## src/rtl/ctrl_pkg.sv

```systemverilog
// Shared encodings for the multi-cycle RV32I control path: FSM states,
// major opcodes and the datapath mux/ALU select codes.
package ctrl_pkg;

    localparam logic [3:0] S_FETCH     = 4'd0;
    localparam logic [3:0] S_DECODE    = 4'd1;
    localparam logic [3:0] S_MEM_ADR   = 4'd2;
    localparam logic [3:0] S_MEM_READ  = 4'd3;
    localparam logic [3:0] S_MEM_WB    = 4'd4;
    localparam logic [3:0] S_MEM_WRITE = 4'd5;
    localparam logic [3:0] S_EXEC_R    = 4'd6;
    localparam logic [3:0] S_EXEC_I    = 4'd7;
    localparam logic [3:0] S_ALU_WB    = 4'd8;
    localparam logic [3:0] S_BRANCH    = 4'd9;
    localparam logic [3:0] S_JALR      = 4'd10;
    localparam logic [3:0] S_JUMP      = 4'd11;
    localparam logic [3:0] S_LUI       = 4'd12;
    localparam logic [3:0] S_AUIPC     = 4'd13;
    localparam logic [3:0] S_ILLEGAL   = 4'd14;

    localparam logic [6:0] OP_LOAD   = 7'b0000011;
    localparam logic [6:0] OP_STORE  = 7'b0100011;
    localparam logic [6:0] OP_REG    = 7'b0110011;
    localparam logic [6:0] OP_IMM    = 7'b0010011;
    localparam logic [6:0] OP_BRANCH = 7'b1100011;
    localparam logic [6:0] OP_JAL    = 7'b1101111;
    localparam logic [6:0] OP_JALR   = 7'b1100111;
    localparam logic [6:0] OP_LUI    = 7'b0110111;
    localparam logic [6:0] OP_AUIPC  = 7'b0010111;

    typedef enum logic [1:0] {A_PC = 2'b00, A_OLD_PC = 2'b01, A_RS1 = 2'b10} alu_src_a_e;
    typedef enum logic [1:0] {B_RS2 = 2'b00, B_IMM = 2'b01, B_FOUR = 2'b10} alu_src_b_e;
    typedef enum logic [1:0] {
        ALU_ADD = 2'b00, ALU_BRANCH = 2'b01, ALU_FUNCT = 2'b10, ALU_PASS_B = 2'b11
    } alu_op_e;
    typedef enum logic [2:0] {
        IMM_I = 3'b000, IMM_S = 3'b001, IMM_B = 3'b010,
        IMM_U = 3'b011, IMM_J = 3'b100, IMM_SHIFT = 3'b101
    } imm_src_e;
    typedef enum logic [1:0] {
        RES_ALU_OUT = 2'b00, RES_MEM = 2'b01, RES_ALU = 2'b10
    } result_src_e;

endpackage

```

## src/rtl/imm_src_decoder.sv

```systemverilog
// Immediate-format select, decoded purely from the instruction register
// so the immediate generator is valid in every FSM state.
module imm_src_decoder
    import ctrl_pkg::*;
(
    input  logic [6:0] opcode_i,
    input  logic [2:0] funct_3_i,
    output logic [2:0] imm_src_o
);

    always_comb begin
        case (opcode_i)
            // SLLI/SRLI/SRAI carry a shamt plus funct7 in the immediate field
            OP_IMM:           imm_src_o = (funct_3_i == 3'b001 || funct_3_i == 3'b101)
                                          ? IMM_SHIFT : IMM_I;
            OP_STORE:         imm_src_o = IMM_S;
            OP_BRANCH:        imm_src_o = IMM_B;
            OP_LUI, OP_AUIPC: imm_src_o = IMM_U;
            OP_JAL:           imm_src_o = IMM_J;
            default:          imm_src_o = IMM_I;
        endcase
    end

endmodule

```

## src/rtl/multicycle_ctrl.sv

```systemverilog
// Multi-cycle RV32I control FSM: sequences the shared ALU, register file,
// IR and unified memory port, stalling on the mem_ready_i handshake.
module multicycle_ctrl
    import ctrl_pkg::*;
(
    input  logic       clk_i,
    input  logic       rst_i,
    input  logic [6:0] opcode_i,
    input  logic [2:0] funct_3_i,
    input  logic       branch_taken_i,
    input  logic       mem_ready_i,
    output logic       pc_wr_en_o,
    output logic       ir_wr_en_o,
    output logic       adr_src_o,
    output logic       mem_req_o,
    output logic       mem_wr_en_o,
    output logic       reg_wr_en_o,
    output logic [1:0] alu_src_a_o,
    output logic [1:0] alu_src_b_o,
    output logic [1:0] alu_op_o,
    output logic [2:0] imm_src_o,
    output logic [1:0] result_src_o,
    output logic       illegal_instr_o
);

    logic [3:0] state;
    logic [3:0] state_next;
    logic [2:0] imm_dec;

    imm_src_decoder u_imm_src_decoder (
        .opcode_i  (opcode_i),
        .funct_3_i (funct_3_i),
        .imm_src_o (imm_dec)
    );

    // NOTE: sequential state uses non-blocking assignment so every flop
    // samples the pre-edge value of its inputs.
    always_ff @(posedge clk_i) begin
        if (rst_i) state <= S_FETCH;
        else       state <= state_next;
    end

    // NOTE: every output gets a default before the case so no path through
    // this block leaves a signal unassigned and infers a latch.
    always_comb begin
        state_next      = state;
        pc_wr_en_o      = 1'b0;
        ir_wr_en_o      = 1'b0;
        adr_src_o       = 1'b0;
        mem_req_o       = 1'b0;
        mem_wr_en_o     = 1'b0;
        reg_wr_en_o     = 1'b0;
        alu_src_a_o     = A_PC;
        alu_src_b_o     = B_RS2;
        alu_op_o        = ALU_ADD;
        result_src_o    = RES_ALU_OUT;
        illegal_instr_o = 1'b0;
        imm_src_o       = rst_i ? IMM_I : imm_dec;

        // Reset gates the decode so an in-flight access or write-back is dropped
        // in the same cycle, not one cycle later.
        if (!rst_i) begin
            case (state)
                S_FETCH: begin
                    mem_req_o    = 1'b1;
                    alu_src_b_o  = B_FOUR;
                    result_src_o = RES_ALU;
                    if (mem_ready_i) begin
                        ir_wr_en_o = 1'b1;
                        pc_wr_en_o = 1'b1;
                        state_next = S_DECODE;
                    end
                end
                S_DECODE: begin
                    alu_src_a_o = A_OLD_PC;
                    alu_src_b_o = B_IMM;
                    case (opcode_i)
                        OP_LOAD, OP_STORE: state_next = S_MEM_ADR;
                        OP_REG:            state_next = S_EXEC_R;
                        OP_IMM:            state_next = S_EXEC_I;
                        OP_BRANCH:         state_next = S_BRANCH;
                        OP_JAL:            state_next = S_JUMP;
                        OP_JALR:           state_next = S_JALR;
                        OP_LUI:            state_next = S_LUI;
                        OP_AUIPC:          state_next = S_AUIPC;
                        default:           state_next = S_ILLEGAL;
                    endcase
                end
                S_MEM_ADR: begin
                    alu_src_a_o = A_RS1;
                    alu_src_b_o = B_IMM;
                    state_next  = (opcode_i == OP_STORE) ? S_MEM_WRITE : S_MEM_READ;
                end
                S_MEM_READ: begin
                    mem_req_o = 1'b1;
                    adr_src_o = 1'b1;
                    if (mem_ready_i) state_next = S_MEM_WB;
                end
                S_MEM_WB: begin
                    result_src_o = RES_MEM;
                    reg_wr_en_o  = 1'b1;
                    state_next   = S_FETCH;
                end
                S_MEM_WRITE: begin
                    mem_req_o   = 1'b1;
                    mem_wr_en_o = 1'b1;
                    adr_src_o   = 1'b1;
                    if (mem_ready_i) state_next = S_FETCH;
                end
                S_EXEC_R: begin
                    alu_src_a_o = A_RS1;
                    alu_op_o    = ALU_FUNCT;
                    state_next  = S_ALU_WB;
                end
                S_EXEC_I: begin
                    alu_src_a_o = A_RS1;
                    alu_src_b_o = B_IMM;
                    alu_op_o    = ALU_FUNCT;
                    state_next  = S_ALU_WB;
                end
                S_ALU_WB: begin
                    reg_wr_en_o = 1'b1;
                    state_next  = S_FETCH;
                end
                S_BRANCH: begin
                    alu_src_a_o = A_RS1;
                    alu_op_o    = ALU_BRANCH;
                    pc_wr_en_o  = branch_taken_i;
                    state_next  = S_FETCH;
                end
                S_JALR: begin
                    alu_src_a_o = A_RS1;
                    alu_src_b_o = B_IMM;
                    state_next  = S_JUMP;
                end
                // PC takes the target held in ALUOut while the ALU forms the link address
                S_JUMP: begin
                    pc_wr_en_o  = 1'b1;
                    alu_src_a_o = A_OLD_PC;
                    alu_src_b_o = B_FOUR;
                    state_next  = S_ALU_WB;
                end
                S_LUI: begin
                    alu_src_b_o = B_IMM;
                    alu_op_o    = ALU_PASS_B;
                    state_next  = S_ALU_WB;
                end
                S_AUIPC: begin
                    alu_src_a_o = A_OLD_PC;
                    alu_src_b_o = B_IMM;
                    state_next  = S_ALU_WB;
                end
                S_ILLEGAL: begin
                    illegal_instr_o = 1'b1;
                    state_next      = S_FETCH;
                end
                default: state_next = S_FETCH;
            endcase
        end
    end

endmodule

```

## config.mk

```make
export PLATFORM = sky130hd
export DESIGN_NAME = multicycle_ctrl
export DESIGN_NICKNAME = d
export VERILOG_FILES = /design/src/rtl/ctrl_pkg.sv /design/src/rtl/imm_src_decoder.sv /design/src/rtl/multicycle_ctrl.sv
export SDC_FILE = /design/constraint.sdc
export NUM_CORES = 1
export LEC_CHECK = 0
export ABC_AREA = 1
export CORE_MARGIN = 2
export CORE_UTILIZATION = 38
export CTS_CLUSTER_SIZE = 16
export DETAILED_ROUTE_END_ITERATION = 8
export GPL_ROUTABILITY_DRIVEN = 0
export HOLD_SLACK_MARGIN = 0.08
export PLACE_DENSITY = 0.73
export RECOVER_POWER = 50
export SLEW_MARGIN = 25
export SYNTH_ARGS = -nofsm -noshare
export SYNTH_HDL_FRONTEND = slang
export SYNTH_SLANG_ARGS = --single-unit
```

## constraint.sdc

```tcl
create_clock -name clk_i -period 3 [get_ports clk_i]
set_input_delay 0.9 -clock clk_i [delete_from_list [all_inputs] [get_ports clk_i]]
set_output_delay 0.9 -clock clk_i [all_outputs]
set_load 0.05 [all_outputs]
```

==> impl_metrics.prom, run 1 <==
# TYPE chip_impl_metric gauge
chip_impl_info{name="status",value="finished clean"} 1
chip_impl_metric{name="final-max-slew-violation-count",unit=""} 0
chip_impl_metric{name="first_iter_violations",unit=""} 25
chip_impl_info{name="cts_root_buffer",value="sky130_fd_sc_hd__clkbuf_4"} 1
chip_impl_info{name="crit_path_kind",value="primary input to primary output"} 1
chip_impl_metric{name="minimum_setup_slack_in_the_final_design",unit="ns"} 0.0557
chip_impl_metric{name="ant_nets",unit=""} 0
chip_impl_metric{name="die_width",unit="µm"} 44.9
chip_impl_metric{name="insertion_delay",unit="ns"} 0.24
chip_impl_metric{name="synth_sequential_area_ratio",unit="%"} 12.6
chip_impl_info{name="largest_register_by_flop_count",value="state"} 1
chip_impl_metric{name="wl",unit="µm"} 2290
chip_impl_metric{name="post-layout-total-power",unit="mW"} 0.809
chip_impl_info{name="tritoncts_clock_tree",value="done"} 1
chip_impl_info{name="mostFrequentLayoutCell",value="sky130_fd_sc_hd__nand2_1"} 1
chip_impl_metric{name="antenna_violations_before_repair",unit=""} 0
chip_impl_metric{name="floorplan.core_area",unit="mm²"} 0.00154
chip_impl_metric{name="multi_input_logic_area",unit="µm²"} 499
chip_impl_metric{name="final_util",unit="%"} 80.6
chip_impl_metric{name="1st_pass_router_iterations",unit=""} 4
chip_impl_metric{name="fp.dieH",unit="µm"} 44.9
chip_impl_metric{name="setup_viol_count_final",unit=""} 0
chip_impl_metric{name="final-hold-violation-count",unit=""} 0
chip_impl_metric{name="power_density",unit="mW/mm²"} 651
chip_impl_metric{name="timing.fmax",unit="GHz"} 0.340
chip_impl_metric{name="yosys.cell_types.count",unit=""} 22
chip_impl_metric{name="async_flop_share",unit="%"} 0
chip_impl_metric{name="wire_per_inst",unit="µm"} 12.0
chip_impl_metric{name="grt_first_pass_wirelength",unit="µm"} 3910
chip_impl_metric{name="cts_made_buffers",unit=""} 3
chip_impl_info{name="worstSetupEndpointType",value="primary output"} 1
chip_impl_metric{name="drc_errors",unit=""} 0
chip_impl_metric{name="fin_worst_hold_slack",unit="ns"} 0.536
chip_impl_metric{name="avgViaCountPerCell",unit=""} 5.32
chip_impl_metric{name="clockBufferDepth",unit=""} 2
chip_impl_info{name="layout_top_registers",value="state x4"} 1
chip_impl_metric{name="worst-path-max-fanout",unit=""} 22
chip_impl_metric{name="globalRouteOverflowTotal",unit=""} 0
chip_impl_metric{name="period_share",unit="%"} 98.1
chip_impl_metric{name="starting_density_of_the_core",unit="%"} 41.3
chip_impl_metric{name="netlist_instances",unit=""} 126
chip_impl_metric{name="final_cell_area",unit="mm²"} 0.00124
chip_impl_metric{name="io_port_bufs",unit=""} 30
chip_impl_metric{name="drive_gt1_share",unit="%"} 36.6
chip_impl_metric{name="detailedPlacementHpwl",unit="µm"} 1790
chip_impl_metric{name="timing.clock.skew",unit="ns"} 0.00578
chip_impl_info{name="synth-main-ff-cell",value="sky130_fd_sc_hd__dfxtp_1"} 1
chip_impl_info{name="worst_setup_path_start_kind",value="primary input"} 1
chip_impl_metric{name="leakage",unit="nW"} 0.620
chip_impl_metric{name="fillerInstances",unit=""} 100
chip_impl_metric{name="antenna-diode-count",unit=""} 0
chip_impl_metric{name="timing.final.crit_period",unit="ns"} 2.94
chip_impl_metric{name="ioPinCount",unit=""} 32
chip_impl_metric{name="finish.net_count",unit=""} 191
chip_impl_info{name="min-delay-path-class",value="flop to flop"} 1
chip_impl_metric{name="synth.avg_cell_area",unit="µm²"} 5.05
chip_impl_metric{name="max_slew_margin",unit="%"} 76.1
chip_impl_metric{name="max_ffs_per_register",unit=""} 4
chip_impl_metric{name="cap_viol_max_count",unit=""} 0
chip_impl_metric{name="num_vias",unit=""} 1017
chip_impl_info{name="grt_setup_unrepaired",value="true"} 1
chip_impl_metric{name="area.growth.synth_to_final",unit="%"} 95.1
chip_impl_metric{name="max-vdd-ir-drop",unit="mV"} 0.412
chip_impl_metric{name="global_route.usage.total",unit="%"} 25.6
chip_impl_metric{name="synth.cell_area",unit="µm²"} 637
chip_impl_metric{name="syn-num-nets",unit=""} 140
chip_impl_metric{name="detailedPlace.worstSlack",unit="ns"} -0.220
chip_impl_info{name="mostFrequentLayoutCells",value="sky130_fd_sc_hd__nand2_1, sky130_fd_sc_hd__inv_1, sky130_fd_sc_hd__nor2_1, sky130_fd_sc_hd__buf_4, sky130_fd_sc_hd__buf_12"} 1
chip_impl_metric{name="cp.required",unit="ns"} 2.10
chip_impl_metric{name="floorplan.die_area",unit="mm²"} 0.00202
chip_impl_metric{name="cts_h_tree_lvls",unit=""} 1
chip_impl_metric{name="dpl-instance-area",unit="mm²"} 0.00125
chip_impl_metric{name="timing.critical_path.arrival",unit="ns"} 2.04
chip_impl_metric{name="yosysWarnings",unit=""} 0
chip_impl_metric{name="synth-edff-count",unit=""} 0
chip_impl_metric{name="tns",unit="ns"} 0
chip_impl_metric{name="rows",unit=""} 14
chip_impl_metric{name="yosys_register_bits",unit=""} 4
chip_impl_metric{name="path_clk_slew",unit="ns"} 0.04
chip_impl_metric{name="area.sequential",unit="µm²"} 80.1
chip_impl_metric{name="final_cells",unit=""} 191
chip_impl_metric{name="grt_pass1_vias",unit=""} 997
chip_impl_metric{name="grt_start_max_net_pins",unit=""} 23
chip_impl_metric{name="worst_pin_slew",unit="ns"} 0.357
chip_impl_metric{name="cts.sink_count",unit=""} 4
chip_impl_metric{name="placed_cells",unit=""} 185
[repair_timing]
action / 4_1_cts / 5_1_grt
pin swaps: 6 / 4
hold buffers: 0 / 0
gates cloned: 0 / 0
buffers inserted: 3 / 0
setup endpoints to repair: 3 / 3
gates resized for setup: 18 / 3
[logic make-up after synthesis]
logic type,count (synthesis),synth area share (%)
and+or+nand+nor,78,54.6
DFF,4,12.6
AOI/OAI and AO/OA,19,18.1
buffers and inverters,25,14.7
[routing by layer]
metal | part of all wire, % | track usage (%)
met1 | 34 | 27.2
met2 | 59 | 51.7
met3 | 5.2 | 3.20
met4 | 1.6 | 6.47
met5 | 0 | 0
[cells in the mapped netlist (3+ instances only)]
| library cell | count | share of area (%) |
|---|---|---|
| sky130_fd_sc_hd__nand2_1 | 32 | 19 |
| sky130_fd_sc_hd__a21oi_1 | 10 | 7.9 |
| sky130_fd_sc_hd__dfxtp_1 | 4 | 13 |
| sky130_fd_sc_hd__nand2_2 | 3 | 2.9 |
| sky130_fd_sc_hd__nor2_1 | 22 | 13 |
| sky130_fd_sc_hd__inv_1 | 21 | 12 |
| sky130_fd_sc_hd__nor2_2 | 6 | 5.9 |
| sky130_fd_sc_hd__nand3_1 | 6 | 4.7 |
| sky130_fd_sc_hd__nor3_1 | 3 | 2.4 |
[final timing paths]
check,from,endpoint,slack (ns),cells after the start
worst max-delay path,rst_i,illegal_instr_o,0.06,4
worst min-delay path,state[0],state[0],0.54,2
worst max register to register,state[0],state[0],1.70,9
worst min register to register,state[0],state[0],0.54,2
[power breakdown]
part	leakage (nW)	internal, mW	switching, mW
Clock	0.0138	0.0449	0.0237
Combinational	0.573	0.227	0.417
Sequential	0.0329	0.0724	0.0239
Total	0.620	0.344	0.465
[area by class of cell]
type                    instances  share of cell area [%]
well taps                      16                    1.61
repair buffers                 48                    43.0
inverters                      23                    6.95
multi-input cells              97                    40.2
clock buffers                   3                    1.81
flip-flops and latches          4                    6.45
[worst max-delay path, stage by stage]
cell                              delay (ns)
sky130_fd_sc_hd__clkdlybuf4s50_1        0.45
sky130_fd_sc_hd__buf_12                 0.18
sky130_fd_sc_hd__nor3_1                 0.32
sky130_fd_sc_hd__buf_12                 0.18
(Power assumes the default switching activity.)
==> run 2, diff against run 1 <==
--- a/config.mk
+++ b/config.mk
@@ -6,13 +6,15 @@
 export NUM_CORES = 1
 export LEC_CHECK = 0
 export ABC_AREA = 1
+export CELL_PAD_IN_SITES_DETAIL_PLACEMENT = 1
+export CELL_PAD_IN_SITES_GLOBAL_PLACEMENT = 1
 export CORE_MARGIN = 2
-export CORE_UTILIZATION = 38
+export CORE_UTILIZATION = 26
 export CTS_CLUSTER_SIZE = 16
 export DETAILED_ROUTE_END_ITERATION = 8
 export GPL_ROUTABILITY_DRIVEN = 0
 export HOLD_SLACK_MARGIN = 0.08
-export PLACE_DENSITY = 0.73
+export PLACE_DENSITY = 0.8
 export RECOVER_POWER = 50
 export SLEW_MARGIN = 25
 export SYNTH_ARGS = -nofsm -noshare
==> impl_metrics.prom, run 2 (synthesized netlist as in run 1, its figures left out) <==
# TYPE chip_impl_metric gauge
chip_impl_metric{name="cap_viol_max_count",unit=""} 0
chip_impl_metric{name="cts_h_tree_lvls",unit=""} 1
chip_impl_metric{name="area.sequential",unit="µm²"} 80.1
chip_impl_metric{name="internal_power",unit="mW"} 0.339
chip_impl_info{name="mostFrequentLayoutCell",value="sky130_fd_sc_hd__nand2_1"} 1
chip_impl_info{name="cell_with_the_largest_stage_delay_on_the_worst_path",value="sky130_fd_sc_hd__clkdlybuf4s50_1"} 1
chip_impl_info{name="layout_top_registers",value="state x4"} 1
chip_impl_info{name="worst_setup_path_start_kind",value="primary input"} 1
chip_impl_metric{name="grt_pass1_vias",unit=""} 1108
chip_impl_metric{name="1st_pass_router_iterations",unit=""} 4
chip_impl_metric{name="drc_errors",unit=""} 0
chip_impl_metric{name="antenna_violations_before_repair",unit=""} 0
chip_impl_metric{name="worst-path-max-fanout",unit=""} 22
chip_impl_metric{name="wire_per_inst",unit="µm"} 14.0
chip_impl_info{name="tritoncts_clock_tree",value="done"} 1
chip_impl_metric{name="final-hold-violation-count",unit=""} 0
chip_impl_info{name="hold_start",value="state[0]"} 1
chip_impl_metric{name="timing.clock.skew",unit="ns"} 0.00255
chip_impl_metric{name="timing.final.crit_period",unit="ns"} 2.95
chip_impl_metric{name="starting_density_of_the_core",unit="%"} 28.2
chip_impl_metric{name="area.growth.synth_to_final",unit="%"} 102
chip_impl_metric{name="cts_made_buffers",unit=""} 3
chip_impl_metric{name="wl",unit="µm"} 2910
chip_impl_info{name="worstSetupStartpoint",value="rst_i"} 1
chip_impl_metric{name="power_density",unit="mW/mm²"} 632
chip_impl_metric{name="switchingPower",unit="mW"} 0.472
chip_impl_metric{name="max-vdd-ir-drop",unit="mV"} 0.313
chip_impl_info{name="largest_register_by_flop_count",value="state"} 1
chip_impl_metric{name="comb_power_share",unit="%"} 80.0
chip_impl_metric{name="drive_gt1_share",unit="%"} 40.2
chip_impl_metric{name="path_clk_slew",unit="ns"} 0.04
chip_impl_metric{name="max_slew_margin",unit="%"} 73.6
chip_impl_metric{name="io_port_bufs",unit=""} 30
chip_impl_metric{name="worst_pin_slew",unit="ns"} 0.394
chip_impl_info{name="cts_root_buffer",value="sky130_fd_sc_hd__clkbuf_4"} 1
chip_impl_metric{name="floorplan.die_area",unit="mm²"} 0.00286
chip_impl_metric{name="grt_start_max_net_pins",unit=""} 23
chip_impl_metric{name="ioPinCount",unit=""} 32
chip_impl_metric{name="rows",unit=""} 17
chip_impl_info{name="worst_path_most_repeated_cell",value="sky130_fd_sc_hd__buf_12"} 1
chip_impl_metric{name="global_route.usage.total",unit="%"} 21.6
chip_impl_metric{name="setup_viol_count_final",unit=""} 0
chip_impl_metric{name="share_seq_of_total_power",unit="%"} 11.9
chip_impl_info{name="cell_chain_critical_path",value="clkdlybuf4s50_1 > buf_12 > nor3_1 > buf_12"} 1
chip_impl_metric{name="period_share",unit="%"} 98.5
chip_impl_metric{name="leakage",unit="nW"} 0.624
chip_impl_metric{name="post-layout-total-power",unit="mW"} 0.811
chip_impl_metric{name="antenna-diode-count",unit=""} 0
chip_impl_metric{name="ant_nets",unit=""} 0
chip_impl_metric{name="p_sw_share",unit="%"} 58.2
chip_impl_metric{name="die_width",unit="µm"} 53.5
chip_impl_metric{name="clockPowerShare",unit="%"} 8.2
chip_impl_metric{name="critPathMaxStageDelay",unit="ns"} 0.45
chip_impl_metric{name="final_cells",unit=""} 207
chip_impl_metric{name="grt_first_pass_wirelength",unit="µm"} 4490
chip_impl_info{name="mostFrequentLayoutCells",value="sky130_fd_sc_hd__nand2_1, sky130_fd_sc_hd__buf_4, sky130_fd_sc_hd__nor2_1, sky130_fd_sc_hd__inv_1, sky130_fd_sc_hd__buf_12"} 1
chip_impl_info{name="reg2reg_from",value="state[0]"} 1
chip_impl_info{name="worstSetupEndpointType",value="primary output"} 1
chip_impl_metric{name="floorplan.core_area",unit="mm²"} 0.00225
chip_impl_metric{name="post_cts_hold_buffer_count",unit=""} 0
chip_impl_info{name="crit_path_kind",value="primary input to primary output"} 1
chip_impl_metric{name="timing.fmax",unit="GHz"} 0.339
chip_impl_metric{name="max_ffs_per_register",unit=""} 4
chip_impl_metric{name="clockBufferDepth",unit=""} 2
chip_impl_metric{name="cts.sink_count",unit=""} 4
chip_impl_metric{name="multi_input_logic_area",unit="µm²"} 497
chip_impl_metric{name="timing.critical_path.arrival",unit="ns"} 2.05
chip_impl_metric{name="fillerInstances",unit=""} 309
chip_impl_metric{name="placed_cells",unit=""} 199
chip_impl_metric{name="first_iter_violations",unit=""} 10
chip_impl_metric{name="fp.dieH",unit="µm"} 53.5
chip_impl_info{name="min-delay-path-class",value="flop to flop"} 1
chip_impl_metric{name="insertion_delay",unit="ns"} 0.23
chip_impl_info{name="status",value="finished clean"} 1
chip_impl_metric{name="cp.required",unit="ns"} 2.10
chip_impl_metric{name="finish.net_count",unit=""} 195
chip_impl_info{name="grt_setup_unrepaired",value="false"} 1
chip_impl_metric{name="avgViaCountPerCell",unit=""} 4.90
chip_impl_metric{name="final-max-slew-violation-count",unit=""} 0
chip_impl_metric{name="globalRouteOverflowTotal",unit=""} 0
chip_impl_metric{name="detailedPlacementHpwl",unit="µm"} 2220
chip_impl_metric{name="num_vias",unit=""} 1014
## run 2: cell types whose count changed in the layout (fill, tap and decap cells not counted), sizes merged
cell,change
clkbuf,+2
clkdlybuf4s18,+1
clkdlybuf4s15,+1
buf,+3
dlygate4sd2,-3
## run 2: final timing paths
path                       to  depth (start not counted)  slack [ns]
hold reg to reg      state[0]                          2        0.53
setup reg to reg     state[0]                          9        1.58
setup / recovery  reg_wr_en_o                          4        0.05
hold / removal       state[0]                          2        0.53
## run 2: critical path, delay by kind of cell
| kind | cells | cell delay (ns) |
|---|---|---|
| buffers and inverters | 3 | 0.82 |
| AND/OR/NAND/NOR | 1 | 0.33 |
## run 2: metrics by stage
step                utilization (%)  worst slack (ns)  setup TNS (ns)  hold slack (ns)  cell area (µm²)
global route                   56.9           0.00852               0            0.555             1280
global placement               56.6            -0.143          -0.306            0.502             1280
detailed placement             56.6            -0.238          -0.547            0.518             1280
finish                         56.9            0.0461               0            0.534             1280
floorplan                         -            -0.113          -0.345            0.481              641
CTS                            58.7            0.0449               0            0.524             1320
## run 2: area by class of cell
class,count,area share [%]
Multi-Input combinational cell,97,38.7
Inverter,23,6.73
Sequential cell,4,6.24
Tap cell,28,2.73
Timing Repair Buffer,52,43.9
Clock buffer,3,1.75
## run 2: routing by layer
layer | part of all wire, % | wire [µm] | vias to the layer above | GRT usage [%]
met3 | 3.5 | 102 | 8 | 1.69
met5 | 0 | 0 | - | 0
li1 | - | - | 507 | -
met2 | 60 | 1740 | 30 | 49.0
met4 | 2.6 | 75 | 0 | 8.12
met1 | 34 | 992 | 469 | 18.0
## run 2: timing repair
item	in CTS	in global routing
endpoints found under the setup margin	3	3
setup buffers	2	3
resized for setup	16	11
gates cloned	0	0
pin swaps	8	8
## run 2: power by group through the flow
stage | Combinational [mW] | Sequential, mW | Clock (mW)
finish | 0.649 | 0.0962 | 0.0663
global route | 0.698 | 0.0979 | 0.0735
CTS | 0.723 | 0.0955 | 0.0680
detailed placement | 0.721 | 0.0966 | 0
global placement | 0.701 | 0.0946 | 0
floorplan | 0.409 | 0.0915 | 0
==> run 3, diff against run 2 <==
--- a/config.mk
+++ b/config.mk
@@ -6,6 +6,7 @@
 export NUM_CORES = 1
 export LEC_CHECK = 0
 export ABC_AREA = 1
+export CAP_MARGIN = 20
 export CELL_PAD_IN_SITES_DETAIL_PLACEMENT = 1
 export CELL_PAD_IN_SITES_GLOBAL_PLACEMENT = 1
 export CORE_MARGIN = 2
==> results of run 3 <==
Final layout, timing and power as in run 2 (identical DEF).
==> edit: new RTL, config.mk and constraints of run 3 <==
Make the reset (`rst_i`) asynchronous in one clocked block.
--- a/src/rtl/multicycle_ctrl.sv
+++ b/src/rtl/multicycle_ctrl.sv
@@ -36,5 +36,5 @@
     // NOTE: sequential state uses non-blocking assignment so every flop
     // samples the pre-edge value of its inputs.
-    always_ff @(posedge clk_i) begin
+    always_ff @(posedge clk_i or posedge rst_i) begin
         if (rst_i) state <= S_FETCH;
         else       state <= state_next;
Formal check against the unedited RTL: no difference found for any inputs over 10 cycles, from zero or initial values and one cycle with rst_i high; that may be too few to reach the edited logic, so the function may still have changed.
==> edit against run 3 <==
- the run now ends with negative setup slack left
- routed wire length increased by 23%
- register-to-register slack got worse by 0.09 ns
- largest cell class unchanged
- clock power decreased by 4.4%
- total power increased by 14%
- setup slack got worse by 0.053 ns
- non-clock buffer count increased by 5
- area after synthesis increased by 2.0%
- first-iteration DRC count increased by 90%
- global-route usage increased by 4.6 points
- cell area increased by 14%
- sequential cell count unchanged
- clock skew increased by 0.00085 ns
==> edit: results (changes against run 3) <==
{
  "placement": {
    "instance_area_after_placement": {"value": 1230, "unit": "um^2", "change": "-3.7%"},
    "dp_hpwl": {"value": 2220, "unit": "um", "change": "about the same"}
  },
  "power_and_ir_drop": {
    "total_power": {"value": 928, "unit": "uW", "change": "+14%"},
    "power.static_leakage": {"value": 0.000676, "unit": "uW", "change": "+8.3%"},
    "internal_power": {"value": 413, "unit": "uW", "change": "+22%"},
    "power_clock": {"value": 63.4, "unit": "uW", "change": "-4.4%"}
  },
  "timing": {
    "slew-limit-headroom": {"value": 71.3, "unit": "%", "change": "-2.3 points"},
    "layout_setup_ws": {"value": -0.00695, "unit": "ns", "change": "-0.0531 ns"},
    "finalSetupViolCount": {"value": 1, "change": "+1"}
  },
  "drt": {
    "met2WireLength": {"value": 1960, "unit": "um", "change": "+13%"},
    "postRouteWirelength": {"value": 3580, "unit": "um", "change": "+23%"},
    "routed-via-count": {"value": 1069, "change": "+5.4%"}
  },
  "grt": {
    "grt_util_met1": {"value": 31.0, "unit": "%", "change": "+13 points"},
    "grt_pass1_wl": {"value": 5390, "unit": "um", "change": "+20%"},
    "groute.usage.overall": {"value": 26.2, "unit": "%", "change": "+4.6 points"},
    "maximum_number_of_pins_on_one_net_before_global_route_repair": {"value": 15, "change": "-35%"}
  },
  "outcome": {
    "violations": "negative setup slack",
    "outcome": "complete, but fails checks"
  },
  "critical_path": {
    "crit_path_max_incr_delay": {"value": 0.20, "unit": "ns", "change": "-0.25 ns"},
    "worstReg2RegStart": "state[1]",
    "reg2reg_slack": {"value": 1.49, "unit": "ns", "change": "-0.09 ns"},
    "r2r-end": "state[2]",
    "crit_path_end": "imm_src_o[1]"
  },
  "cells_and_area": {
    "num-nets-final": {"value": 196, "change": "+0.51%"},
    "drive_gt1_share": {"value": 49.4, "unit": "%", "change": "+9.2 points"}
  },
  "yosys": {
    "yosys_most_used_dff": "dfrtp_1",
    "yosys-top-cells-count": "nand2_1 (37), nor2_1 (24), inv_1 (13), nand3_1 (9), a21oi_1 (7)",
    "synth_compound_gate_area_share": {"value": 17.1, "unit": "%", "change": "-0.93 points"},
    "synth-async-reset-ratio": {"value": 100, "unit": "%", "change": "+100 points"},
    "synth-seq-area-share": {"value": 15.4, "unit": "%", "change": "+2.8 points"},
    "syn-instance-count": {"value": 122, "change": "-3.2%"}
  },
  "min_path": {
    "min_to": "state[2]",
    "min-delay-start": "state[2]"
  }
}
==> edit: cell count changes after synthesis, moves of 2 or more <==
cell | before | now
nand3_1 | 6 | 9
nand4_1 | 2 | 0
inv_2 | 2 | 4
a21oi_1 | 10 | 7
a21oi_2 | 2 | 0
nand2_1 | 32 | 37
dfxtp_1 | 4 | 0
inv_1 | 21 | 13
o21ai_1 | 0 | 2
nor2_1 | 22 | 24
dfrtp_1 | 0 | 4
nor2_2 | 6 | 3
==> edit: worst reg2reg max path, stage by stage, from the launching register on <==
cell and delay (ns):
dfrtp_1 0.52, nor2_1 0.18, nand2_2 0.16, nand3_2 0.12, a21oi_4 0.24, inv_2 0.06
nand2_1 0.06, nand2_1 0.05
==> edit: area by class of cell <==
type                            count  area [um^2]  share of cell area [%]
Timing Repair Buffer               57          653                    44.6
Multi-Input combinational cell     98          584                    39.9
Sequential cell                     4          100                    6.83
Inverter                           18         67.6                    4.61
Tap cell                           30         37.5                    2.56
Clock buffer                        3         22.5                    1.54
